`src/rtl/keypad_pkg.sv`:
```
// Shared definitions for the keypad entry path: key codes, entry FSM states,
// display source encoding and the per-operand register control bundle.
package keypad_pkg;

   localparam logic [3:0] KEY_PLUS = 4'hA;
   localparam logic [3:0] KEY_CLR  = 4'hD;
   localparam logic [3:0] KEY_EQ   = 4'hE;

   typedef enum logic [1:0] {
      ENTER_A  = 2'd0,
      ENTER_B  = 2'd1,
      WAIT_RES = 2'd2,
      SHOW_RES = 2'd3
   } entry_state_t;

   typedef enum logic [1:0] {
      DISP_A   = 2'd0,
      DISP_B   = 2'd1,
      DISP_RES = 2'd2
   } disp_sel_t;

   // clr and load may be combined: load wins and leaves a single digit.
   typedef struct packed {
      logic clr;
      logic load;
      logic shift;
   } entry_ctl_t;

   function automatic logic is_digit(input logic [3:0] code);
      return code <= 4'd9;
   endfunction

endpackage

```
`src/rtl/bcd_entry_reg.sv`:
```
// One BCD operand: left-shifting digit register with a saturating digit count.
// value_d_o exposes the next value so the parent can register derived outputs.
module bcd_entry_reg
   import keypad_pkg::*;
#(
   parameter int N_DIGITS = 3,
   parameter int OW       = 4 * N_DIGITS
) (
   input  logic          clk,
   input  logic          n_reset,
   input  entry_ctl_t    ctl_i,
   input  logic [3:0]    digit_i,
   output logic [OW-1:0] value_o,
   output logic [OW-1:0] value_d_o
);

   localparam int CW = $clog2(N_DIGITS + 1);

   logic [OW-1:0] value_q, value_d;
   logic [CW-1:0] count_q, count_d;

   always_comb begin
      value_d = value_q;
      count_d = count_q;
      if (ctl_i.clr) begin
         value_d = '0;
         count_d = '0;
      end
      if (ctl_i.load) begin
         value_d = OW'(digit_i);
         count_d = CW'(1);
      end else if (ctl_i.shift && (count_q < CW'(N_DIGITS))) begin
         // Once full, further digits are dropped rather than wrapping.
         value_d = OW'({value_q, digit_i});
         count_d = count_q + CW'(1);
      end
   end

   always_ff @(posedge clk or negedge n_reset) begin
      if (!n_reset) begin
         value_q <= '0;
         count_q <= '0;
      end else begin
         value_q <= value_d;
         count_q <= count_d;
      end
   end

   assign value_o   = value_q;
   assign value_d_o = value_d;

endmodule

```
`src/rtl/keypad_entry_ctrl.sv`:
```
// Keypad entry sequencer: builds BCD operands A and B from key strobes, hands
// them to the adder over req/ack, then holds the sum for the display path.
module keypad_entry_ctrl
   import keypad_pkg::*;
#(
   parameter int N_DIGITS = 3,
   parameter int RW       = 4 * (N_DIGITS + 1)
) (
   input  logic                  clk,
   input  logic                  n_reset,
   input  logic [3:0]            key_code,
   input  logic                  key_valid,
   output logic [4*N_DIGITS-1:0] operand_a,
   output logic [4*N_DIGITS-1:0] operand_b,
   output logic                  add_req,
   input  logic                  add_ack,
   input  logic [RW-1:0]         add_result,
   output logic [RW-1:0]         disp_value,
   output logic [1:0]            disp_sel,
   output logic                  busy
);

   localparam int OW = 4 * N_DIGITS;

   entry_state_t  state_q, state_d;
   logic [RW-1:0] result_q, result_d;
   logic [RW-1:0] disp_value_q, disp_value_d;
   disp_sel_t     disp_sel_q, disp_sel_d;
   logic          add_req_q, add_req_d;
   logic          busy_q, busy_d;

   entry_ctl_t    a_ctl, b_ctl;
   logic [OW-1:0] a_q, a_d, b_q, b_d;

   bcd_entry_reg #(.N_DIGITS(N_DIGITS), .OW(OW)) u_reg_a (
      .clk       (clk),
      .n_reset   (n_reset),
      .ctl_i     (a_ctl),
      .digit_i   (key_code),
      .value_o   (a_q),
      .value_d_o (a_d)
   );

   bcd_entry_reg #(.N_DIGITS(N_DIGITS), .OW(OW)) u_reg_b (
      .clk       (clk),
      .n_reset   (n_reset),
      .ctl_i     (b_ctl),
      .digit_i   (key_code),
      .value_o   (b_q),
      .value_d_o (b_d)
   );

   always_comb begin
      state_d  = state_q;
      result_d = result_q;
      a_ctl    = '0;
      b_ctl    = '0;
      case (state_q)
         ENTER_A, ENTER_B: begin
            if (key_valid) begin
               if (is_digit(key_code)) begin
                  if (state_q == ENTER_A) a_ctl.shift = 1'b1;
                  else                    b_ctl.shift = 1'b1;
               end else if (key_code == KEY_PLUS && state_q == ENTER_A) begin
                  b_ctl.clr = 1'b1;
                  state_d   = ENTER_B;
               end else if (key_code == KEY_EQ && state_q == ENTER_B) begin
                  state_d = WAIT_RES;
               end else if (key_code == KEY_CLR) begin
                  a_ctl.clr = 1'b1;
                  b_ctl.clr = 1'b1;
                  state_d   = ENTER_A;
               end
            end
         end
         // Keys are deliberately dropped here: the request must survive until ack.
         WAIT_RES: begin
            if (add_ack && add_req_q) begin
               result_d = add_result;
               state_d  = SHOW_RES;
            end
         end
         SHOW_RES: begin
            if (key_valid) begin
               if (is_digit(key_code)) begin
                  a_ctl.clr  = 1'b1;
                  a_ctl.load = 1'b1;
                  b_ctl.clr  = 1'b1;
                  state_d    = ENTER_A;
               end else if (key_code == KEY_CLR) begin
                  a_ctl.clr = 1'b1;
                  b_ctl.clr = 1'b1;
                  state_d   = ENTER_A;
               end
            end
         end
         default: state_d = ENTER_A;
      endcase
   end

   // Outputs are decoded from next-state values so they land with the state change.
   always_comb begin
      disp_value_d = RW'(a_d);
      disp_sel_d   = DISP_A;
      case (state_d)
         ENTER_B, WAIT_RES: begin
            disp_value_d = RW'(b_d);
            disp_sel_d   = DISP_B;
         end
         SHOW_RES: begin
            disp_value_d = result_d;
            disp_sel_d   = DISP_RES;
         end
         default: ;
      endcase
      add_req_d = (state_d == WAIT_RES);
      busy_d    = (state_d == WAIT_RES);
   end

   always_ff @(posedge clk or negedge n_reset) begin
      if (!n_reset) begin
         state_q      <= ENTER_A;
         result_q     <= '0;
         disp_value_q <= '0;
         disp_sel_q   <= DISP_A;
         add_req_q    <= 1'b0;
         busy_q       <= 1'b0;
      end else begin
         state_q      <= state_d;
         result_q     <= result_d;
         disp_value_q <= disp_value_d;
         disp_sel_q   <= disp_sel_d;
         add_req_q    <= add_req_d;
         busy_q       <= busy_d;
      end
   end

   assign operand_a  = a_q;
   assign operand_b  = b_q;
   assign add_req    = add_req_q;
   assign busy       = busy_q;
   assign disp_value = disp_value_q;
   assign disp_sel   = disp_sel_q;

endmodule

```
`config.mk`:
```
export PLATFORM = sky130hd
export DESIGN_NAME = keypad_entry_ctrl
export DESIGN_NICKNAME = d
export VERILOG_FILES = /design/src/rtl/keypad_pkg.sv /design/src/rtl/bcd_entry_reg.sv /design/src/rtl/keypad_entry_ctrl.sv
export SDC_FILE = /design/constraint.sdc
export NUM_CORES = 1
export LEC_CHECK = 0
export BUFFER_PORTS_ARGS = -buffer_cell sky130_fd_sc_hd__buf_2
export CORE_ASPECT_RATIO = 0.7
export CORE_MARGIN = 1.5
export CORE_UTILIZATION = 48
export CTS_CLUSTER_DIAMETER = 120
export DETAILED_ROUTE_END_ITERATION = 7
export PLACE_DENSITY = 0.81
export SLEW_MARGIN = 20
export SYNTH_ARGS = -nofsm -noshare
export SYNTH_HDL_FRONTEND = slang
export SYNTH_HIERARCHICAL = 1
export SYNTH_SLANG_ARGS = --single-unit
```
`constraint.sdc`:
```
create_clock -name clk -period 2.7 [get_ports clk]
set_clock_uncertainty 0.2 [all_clocks]
set_input_delay 0.405 -clock clk [delete_from_list [all_inputs] [get_ports clk]]
set_output_delay 0.405 -clock clk [all_outputs]
set_load 0.01 [all_outputs]
```
==> summary.md, run 1 <==
| Metric | Value |
|---|---|
| Status | `complete, no violations` |
| Clk sinks | `65` |
| Clock tree buffer depth | `2` |
| 1st-iter DRT viols | `roughly 220` |
| Vias in the first global route | `2349` |
| Detail Placement HPWL | `5079 um` |
| Setup Crit Path Kind | `flop to flop` |
| Post-synth net total | `300` |
| Root Buffer | `clkbuf_8` |
| Fill count | `471` |
| Final setup fails | `0` |
| Yosys warnings | `6` |
| Post-route minimum period | `2.538 ns` |
| Setup TNS | `0 ns` |
| Gpl congestion | `0.8750` |
| Cells along the critical path | `nor2b_1 > nand2_1 > o41a_1 > and2_4 > ha_4 > clkinvlp_4 > buf_12 > a221oi_2 > a21oi_1` |
| Starting Density | `between 50% and 60%` |
| Worst Setup Slack, final | `0.1616 ns` |
| Ys async rst share | `100.0%` |
| Post-synth EDFFs | `0` |
| Startpoint types | `flop` |
| RSZ-0062 raised after global routing | `false` |
| Largest stage delay on the critical path | `approximately 0.44 ns` |
| Fin. Hold Viols | `0` |
| DRT antenna net count | `0` |
| P_leak | `between 1.5 and 2 nW` |
| Tot Pwr | `3.578 mW` |
| Commonest cells after routing, fill and taps aside | `67 x buf_2, 64 x dfrtp_1, 30 x a21oi_1` |
| Global-route wire length before repair | `12040 um` |
| Via count | `2430` |
| Antenna diodes | `0` |
| Worst path slowest cell | `dfrtp_2` |
| Chip height | `69.37 um` |
| Chip width | `97.81 um` |
| Flops & latches, synth | `65` |
| Sequential area share after synthesis | `53.85%` |
| Critical path peak fanout | `12` |
| Fraction of layout cells with a size suffix above 1 | `38.11%` |
| Area occupied by multi-input gates | `1249 um^2` |
| Final Max Slew Viols | `0` |
| Final worst-path cycle share | `94.01%` |
| Clk slew on worst S/H paths | `about 0.070 ns` |
| Core Area | `5899 um^2` |
| Total gr overflow | `0` |
| Fmax | `394.0 MHz` |
| P&R area growth vs syn | `23.65%` |
| Nets | `between 300 and 400` |
| Yosys top cell area share | `53.85%` |
| Worst path required time | `2.72 ns` |
| Largest net degree at the start of global routing | `66` |
| Total Wirelength | `7521 um` |
| Vias per cell | `between 5 and 6` |
| CP bufs+invs | `2` |
| I/O pin count | `between 60 and 70` |
| First-pass DRT Iterations | `5` |
| Deepest level of the CTS H-tree | `3` |
| Pre-CTS setup slack | `-0.1207 ns` |
| Core Rows | `23` |
| CTS tree | `done` |
| Power density cells | `957.9 nW/um^2` |
| Worst reg2reg setup slack | `0.16 ns` |
| Hold crit path type | `input pin to async pin` |
| Inst Count DP | `406` |
| Maxcap violations | `0` |
| Top cell family by delay on the critical path | `compound AO/OA/AOI/OAI gates` |
| Slew headroom | `a little under half` |
| Global-route usage over all layers | `~23%` |
| IO buf count | `between 60 and 70` |
| Ys flop type | `dfrtp_1` |
| Biggest area consumer among synthesized cells | `dfrtp_1` |
| Num CTS Buffers | `9` |
| Maximum vdd drop | `0.4165 mV` |
| Area contributors post-synth | `dfrtp_1 54%, a21oi_1 5.0%, nand3b_1 4.7%, mux2_2 4.1%, nand2_1 3.0%` |
| Most common cell after layout, fill and taps aside | `buf_2` |
| Post-Syn Instances | `271` |
| Die area | `6785 um^2` |
| Least-Margin Pin Slew | `0.7869 ns` |
| Synth cell types | `37` |
| CP endpoint kind | `flop` |
| WL per Instance | `17.74 um` |
| Worst-skew pair later-pin latency | `0.34 ns` |
| Mean post-synth cell area | `11.15 um^2` |
| Cell area after synthesis | `3020 um^2` |
| DRC viols | `0` |
| CP arrival | `2.56 ns` |
| Post-route insts no fill | `424` |
| Initial antenna violation count | `0` |
| Reg area | `approximately 1600 um^2` |
synth_stat cells, types with 2 or more instances:
cell,number
a221oi_1,7
buf_6,6
a21oi_1,30
o21ai_0,4
and3_1,2
nor2b_2,2
mux2_4,5
nand3b_1,19
nor2_1,7
and2_1,3
nand2_1,24
nor2b_1,6
a211o_1,2
o41ai_1,8
buf_2,8
a221oi_2,5
ha_1,5
clkbuf_1,6
mux2_2,11
dfrtp_1,65
nand2b_1,4
o21ai_1,6
inv_1,22
per-layer routing:
layer  vias to the layer above  share of wire, %  global-route usage (%)
met5                         -                 0                       0
met3                        12               7.9                   6.552
met4                         0               1.4                   6.190
met1                      1212                43                   32.50
met2                       108                47                   34.26
li1                       1098                 -                       -
sequential cells by signal (all words and copies together), names as in the netlist:
signal,cells
disp_value,16
result_q,16
u_reg_a/value_o,12
u_reg_b/value_o,12
disp_sel,2
state_q,2
u_reg_a/count_q,2
u_reg_b/count_q,2
busy,1
path summary, 6_finish.rpt:
path,cells after the start,end,start
setup / recovery,9,disp_value[8],state_q[1]
hold / removal,2,result_q[5],n_reset
setup reg to reg,9,disp_value[8],state_q[1]
hold reg to reg,1,result_q[12],result_q[12]
max in group asynchronous,2,state_q[1],n_reset
min in group clk,2,result_q[12],add_result[12]
cell families (layout without fill, tap and decap cells):
| group | Yosys count | count (layout) | share of synthesized area [%] |
|---|---|---|---|
| AO/OA/AOI/OAI | 69 | 69 | 15.99 |
| adder cells (fa/ha/maj) | 5 | 5 | 2.071 |
| buffers and inverters | 43 | 121 | 7.291 |
| flip-flops | 65 | 65 | 53.85 |
| multiplexers | 16 | 16 | 6.587 |
| other | 1 | 1 | 0.1242 |
| AND/OR/NAND/NOR | 72 | 72 | 14.08 |
where the power goes:
part	switching [mW]	internal, mW	total, mW
clock network	0.374	0.355	0.729
logic	0.805	0.645	1.45
registers	0.167	1.23	1.40
total	1.35	2.23	3.58
cell type report:
type	count	share of cell area (%)
flip-flops and latches	65	43.58
multi-input cells	163	33.43
repair buffers	83	13.53
clock buffers	11	3.786
well taps	75	2.513
inverters	22	2.312
clock inverters	5	0.8375
stage by stage:
stage / instance area, um^2 / utilization, % / hold WS (ns)
2_1_floorplan: 3020 / - / -0.09059
3_3_place_gp: 3455 / 58.56 / 0.2738
3_5_place_dp: 3455 / 58.56 / 0.2766
4_1_cts: 3657 / 61.99 / 0.05121
5_1_grt: 3735 / 63.31 / 0.09741
6_report: 3735 / 63.31 / 0.03560
repair_timing:
item,in CTS,in global routing
setup endpoints to repair,5,15
pin swaps,0,2
hold buffers,0,0
gates cloned,0,0
setup buffers,1,1
gates resized for setup,2,12
No activity file was read; power rests on OpenSTA's default activity.
==> run 2: changes to the inputs <==
--- a/config.mk
+++ b/config.mk
@@ -5,6 +5,7 @@
 export SDC_FILE = /design/constraint.sdc
 export NUM_CORES = 1
 export LEC_CHECK = 0
+export ABC_AREA = 1
 export BUFFER_PORTS_ARGS = -buffer_cell sky130_fd_sc_hd__buf_2
 export CORE_ASPECT_RATIO = 0.7
 export CORE_MARGIN = 1.5
==> run 2 against run 1 <==
  * Register-to-register slack better by 0.15 ns
  * Maximum frequency is 6.3% higher
  * Hold slack better by 0.048 ns
  * Flip-flop and latch count stayed put
  * Design area decreased by 3.8%
  * Critical path depth did not move
  * Total power fell by 12%
  * Utilization decreased by 5.0 points
  * Highest routed layer unchanged
==> summary.md, run 2 <==
| Metric | Value |
|---|---|
| Core Area | `between 6000 and 7000 um^2` |
| Yosys warnings | `6` |
| IO buf count | `67` |
| Maximum vdd drop | `between 0.3 and 0.4 mV` |
| Clk slew on worst S/H paths | `0.07 ns` |
| Flops & latches, synth | `65` |
| Core Rows | `24` |
| Total gr overflow | `0` |
| Largest net degree at the start of global routing | `29` |
| P_leak | `a little under 2 nW` |
| Root Buffer | `clkbuf_8` |
| Top cell family by delay on the critical path | `simple AND/OR/NAND/NOR gates` |
| DRT antenna net count | `0` |
| CP arrival | `between 2 and 2.5 ns` |
| Worst R2R Start | `state_q[1]` |
| WL per Instance | `around 15 um` |
| Yosys top cell area share | `53.61%` |
| Setup Crit Path Kind | `flop to flop` |
| Gpl congestion | `around 0.93` |
| Worst reg2reg setup slack | `~0.31 ns` |
| Sequential area share after synthesis | `53.61%` |
| Hold Slack | `0.08349 ns` |
| Inst Count DP | `between 400 and 500` |
| Largest stage delay on the critical path | `0.51 ns` |
| Via count | `2485` |
| DRC viols | `0` |
| Status | `complete, no violations` |
| Slew headroom | `60.52%` |
| I/O pin count | `68` |
| Cell area after synthesis | `just over 3000 um^2` |
| Mean post-synth cell area | `9.250 um^2` |
| Critical path peak fanout | `15` |
| Antenna diodes | `0` |
| Deepest level of the CTS H-tree | `3` |
| Synth cell count leaders | `80 x nand2_1, 65 x dfrtp_1, 40 x inv_1, 36 x nand3_1, 20 x o21ai_2` |
| Cells along the critical path | `nor2_1 > nand2_1 > nor2_1 > nor2_1 > nor2_1 > nor2_1 > ha_1 > or2_2 > o21ai_1` |
| Worst Hold Launch | `add_result[15]` |
| Fin. Hold Viols | `0` |
| Total Wirelength | `7109 um` |
| Global-route usage over all layers | `22.15%` |
| Global-route wire length before repair | `11560 um` |
| Vias per cell | `5.124` |
| CP bufs+invs | `0` |
| Area contributors post-synth | `dfrtp_1 54%, nand2_1 9.9%, nand3_1 5.9%, o21ai_2 5.8%, inv_1 4.9%` |
| R2R Path End | `disp_value[10]` |
| Tot Pwr | `~3.2 mW` |
| Chip width | `98.03 um` |
| Post-synth EDFFs | `0` |
| Worst-skew pair later-pin latency | `between 0.3 and 0.4 ns` |
| Chip height | `~70 um` |
| Worst path slowest cell | `dfrtp_1` |
| Post-CTS setup buffer count | `0` |
| RSZ-0062 raised after global routing | `false` |
| Clk sinks | `65` |
| Startpoint types | `flop` |
| Maxcap violations | `0` |
| Clock tree buffer depth | `2` |
| Vias in the first global route | `2338` |
| R2R depth | `9` |
| Fill count | `between 500 and 600` |
| Num CTS Buffers | `9` |
| Most frequent cell after synthesis | `nand2_1` |
| Biggest area consumer among synthesized cells | `dfrtp_1` |
| Fraction of layout cells with a size suffix above 1 | `30.47%` |
| First-pass DRT Iterations | `4` |
| Nets | `431` |
| Hold crit path type | `input pin to flop` |
| 1st-iter DRT viols | `149` |
| Ys async rst share | `100.0%` |
| Starting Density | `between 40 and 50%` |
| Final worst-path cycle share | `roughly nine tenths` |
| Die area | `6815 um^2` |
| Hold path endpoint | `result_q[15]` |
| Post-route minimum period | `2.387 ns` |
| Post-Syn Instances | `approximately 330` |
| Most common cell after layout, fill and taps aside | `nand2_1` |
| Post-route insts no fill | `485` |
| Power density cells | `880.4 nW/um^2` |
| Synth cell types | `28` |
| Detail Placement HPWL | `5179 um` |
| Commonest cells after routing, fill and taps aside | `80 x nand2_1, 67 x buf_2, 65 x dfrtp_1` |
| CP endpoint kind | `flop` |
| Worst path required time | `~2.8 ns` |
| Final Max Slew Viols | `0` |
| Final setup fails | `0` |
| P&R area growth vs syn | `18.39%` |
| Ys flop type | `dfrtp_1` |
| CTS tree | `done` |
| Initial antenna violation count | `0` |
| Fmax | `418.9 MHz` |
| Most frequent CP cell | `nor2_1` |
| Least-Margin Pin Slew | `0.5910 ns` |
| Hold Path Cell Cnt | `3` |
## run 2: cells by family (layout without fill, tap and decap cells)
logic type,after synthesis,after routing,synth area share [%]
other cells,1,3,0.1236
simple gates,158,158,24.49
fa+ha+maj,5,5,2.062
buf+inv,54,131,8.742
flops,65,65,53.61
compound gates,45,45,10.97
## run 2: how the worst max path moves through the flow
stage                            from        endpoint  slack, ns  cells past startpoint
after global routing       state_q[1]  disp_value[11]       0.06                      9
after CTS                  state_q[1]   disp_value[1]       0.07                     10
after detailed placement  key_code[2]   disp_value[0]      -0.02                     12
after global placement    key_code[1]   disp_value[1]       0.03                     12
after floorplan           key_code[1]   disp_value[4]       0.56                     12
final                      state_q[1]  disp_value[10]       0.31                      9
## run 2: area by class of cell
class | count | area (um^2) | share of cell area [%]
clock inverter | 4 | 28.78 | 0.8011
timing repair buffer | 72 | 375.4 | 10.45
clock buffer | 12 | 145.1 | 4.040
multi-input combinational | 211 | 1157 | 32.22
inverter | 43 | 161.4 | 4.493
tap | 78 | 97.59 | 2.717
sequential | 65 | 1627 | 45.28
## run 2: per-stage QoR
step | setup slack, ns | utilization (%) | instance area, um^2 | setup TNS [ns]
after floorplan | 0.5554 | - | 3042 | 0
after global placement | 0.03423 | 55.24 | 3401 | 0
after detailed placement | -0.01620 | 55.24 | 3401 | -0.02855
after CTS | 0.06940 | 58.23 | 3585 | 0
after global routing | 0.06488 | 58.35 | 3592 | 0
final | 0.3130 | 58.35 | 3592 | 0
## run 2: per-layer routing
layer / global-route usage, % / routed length (um) / vias up / share of wire, %
li1: - / - / 1197 / -
met1: 33.33 / 3361 / 1160 / 47
met2: 30.57 / 3024 / 116 / 43
met3: 6.552 / 635 / 12 / 8.9
met4: 7.460 / 87 / 0 / 1.2
met5: 0 / 0 / - / 0
## run 2: timing repair
action                     CTS  global route
setup endpoints to repair    0            12
gates resized for setup      0             3
hold endpoints to repair    14             0
hold buffers                 1             0
## run 2: worst register-to-register path, stage by stage (launching register included)
cell and delay [ns]:
dfrtp_1 0.51, nor2_1 0.19, nand2_1 0.07, nor2_1 0.16
nor2_1 0.07, nor2_1 0.10, nor2_1 0.06, ha_1 0.26
or2_2 0.49, o21ai_1 0.20
## run 2: power by group
group	leakage [nW]	internal [mW]	switching (mW)
Sequential	0.805	1.20	0.141
Clock	0.0826	0.359	0.372
Combinational	1.10	0.411	0.678
Total	1.99	1.97	1.19
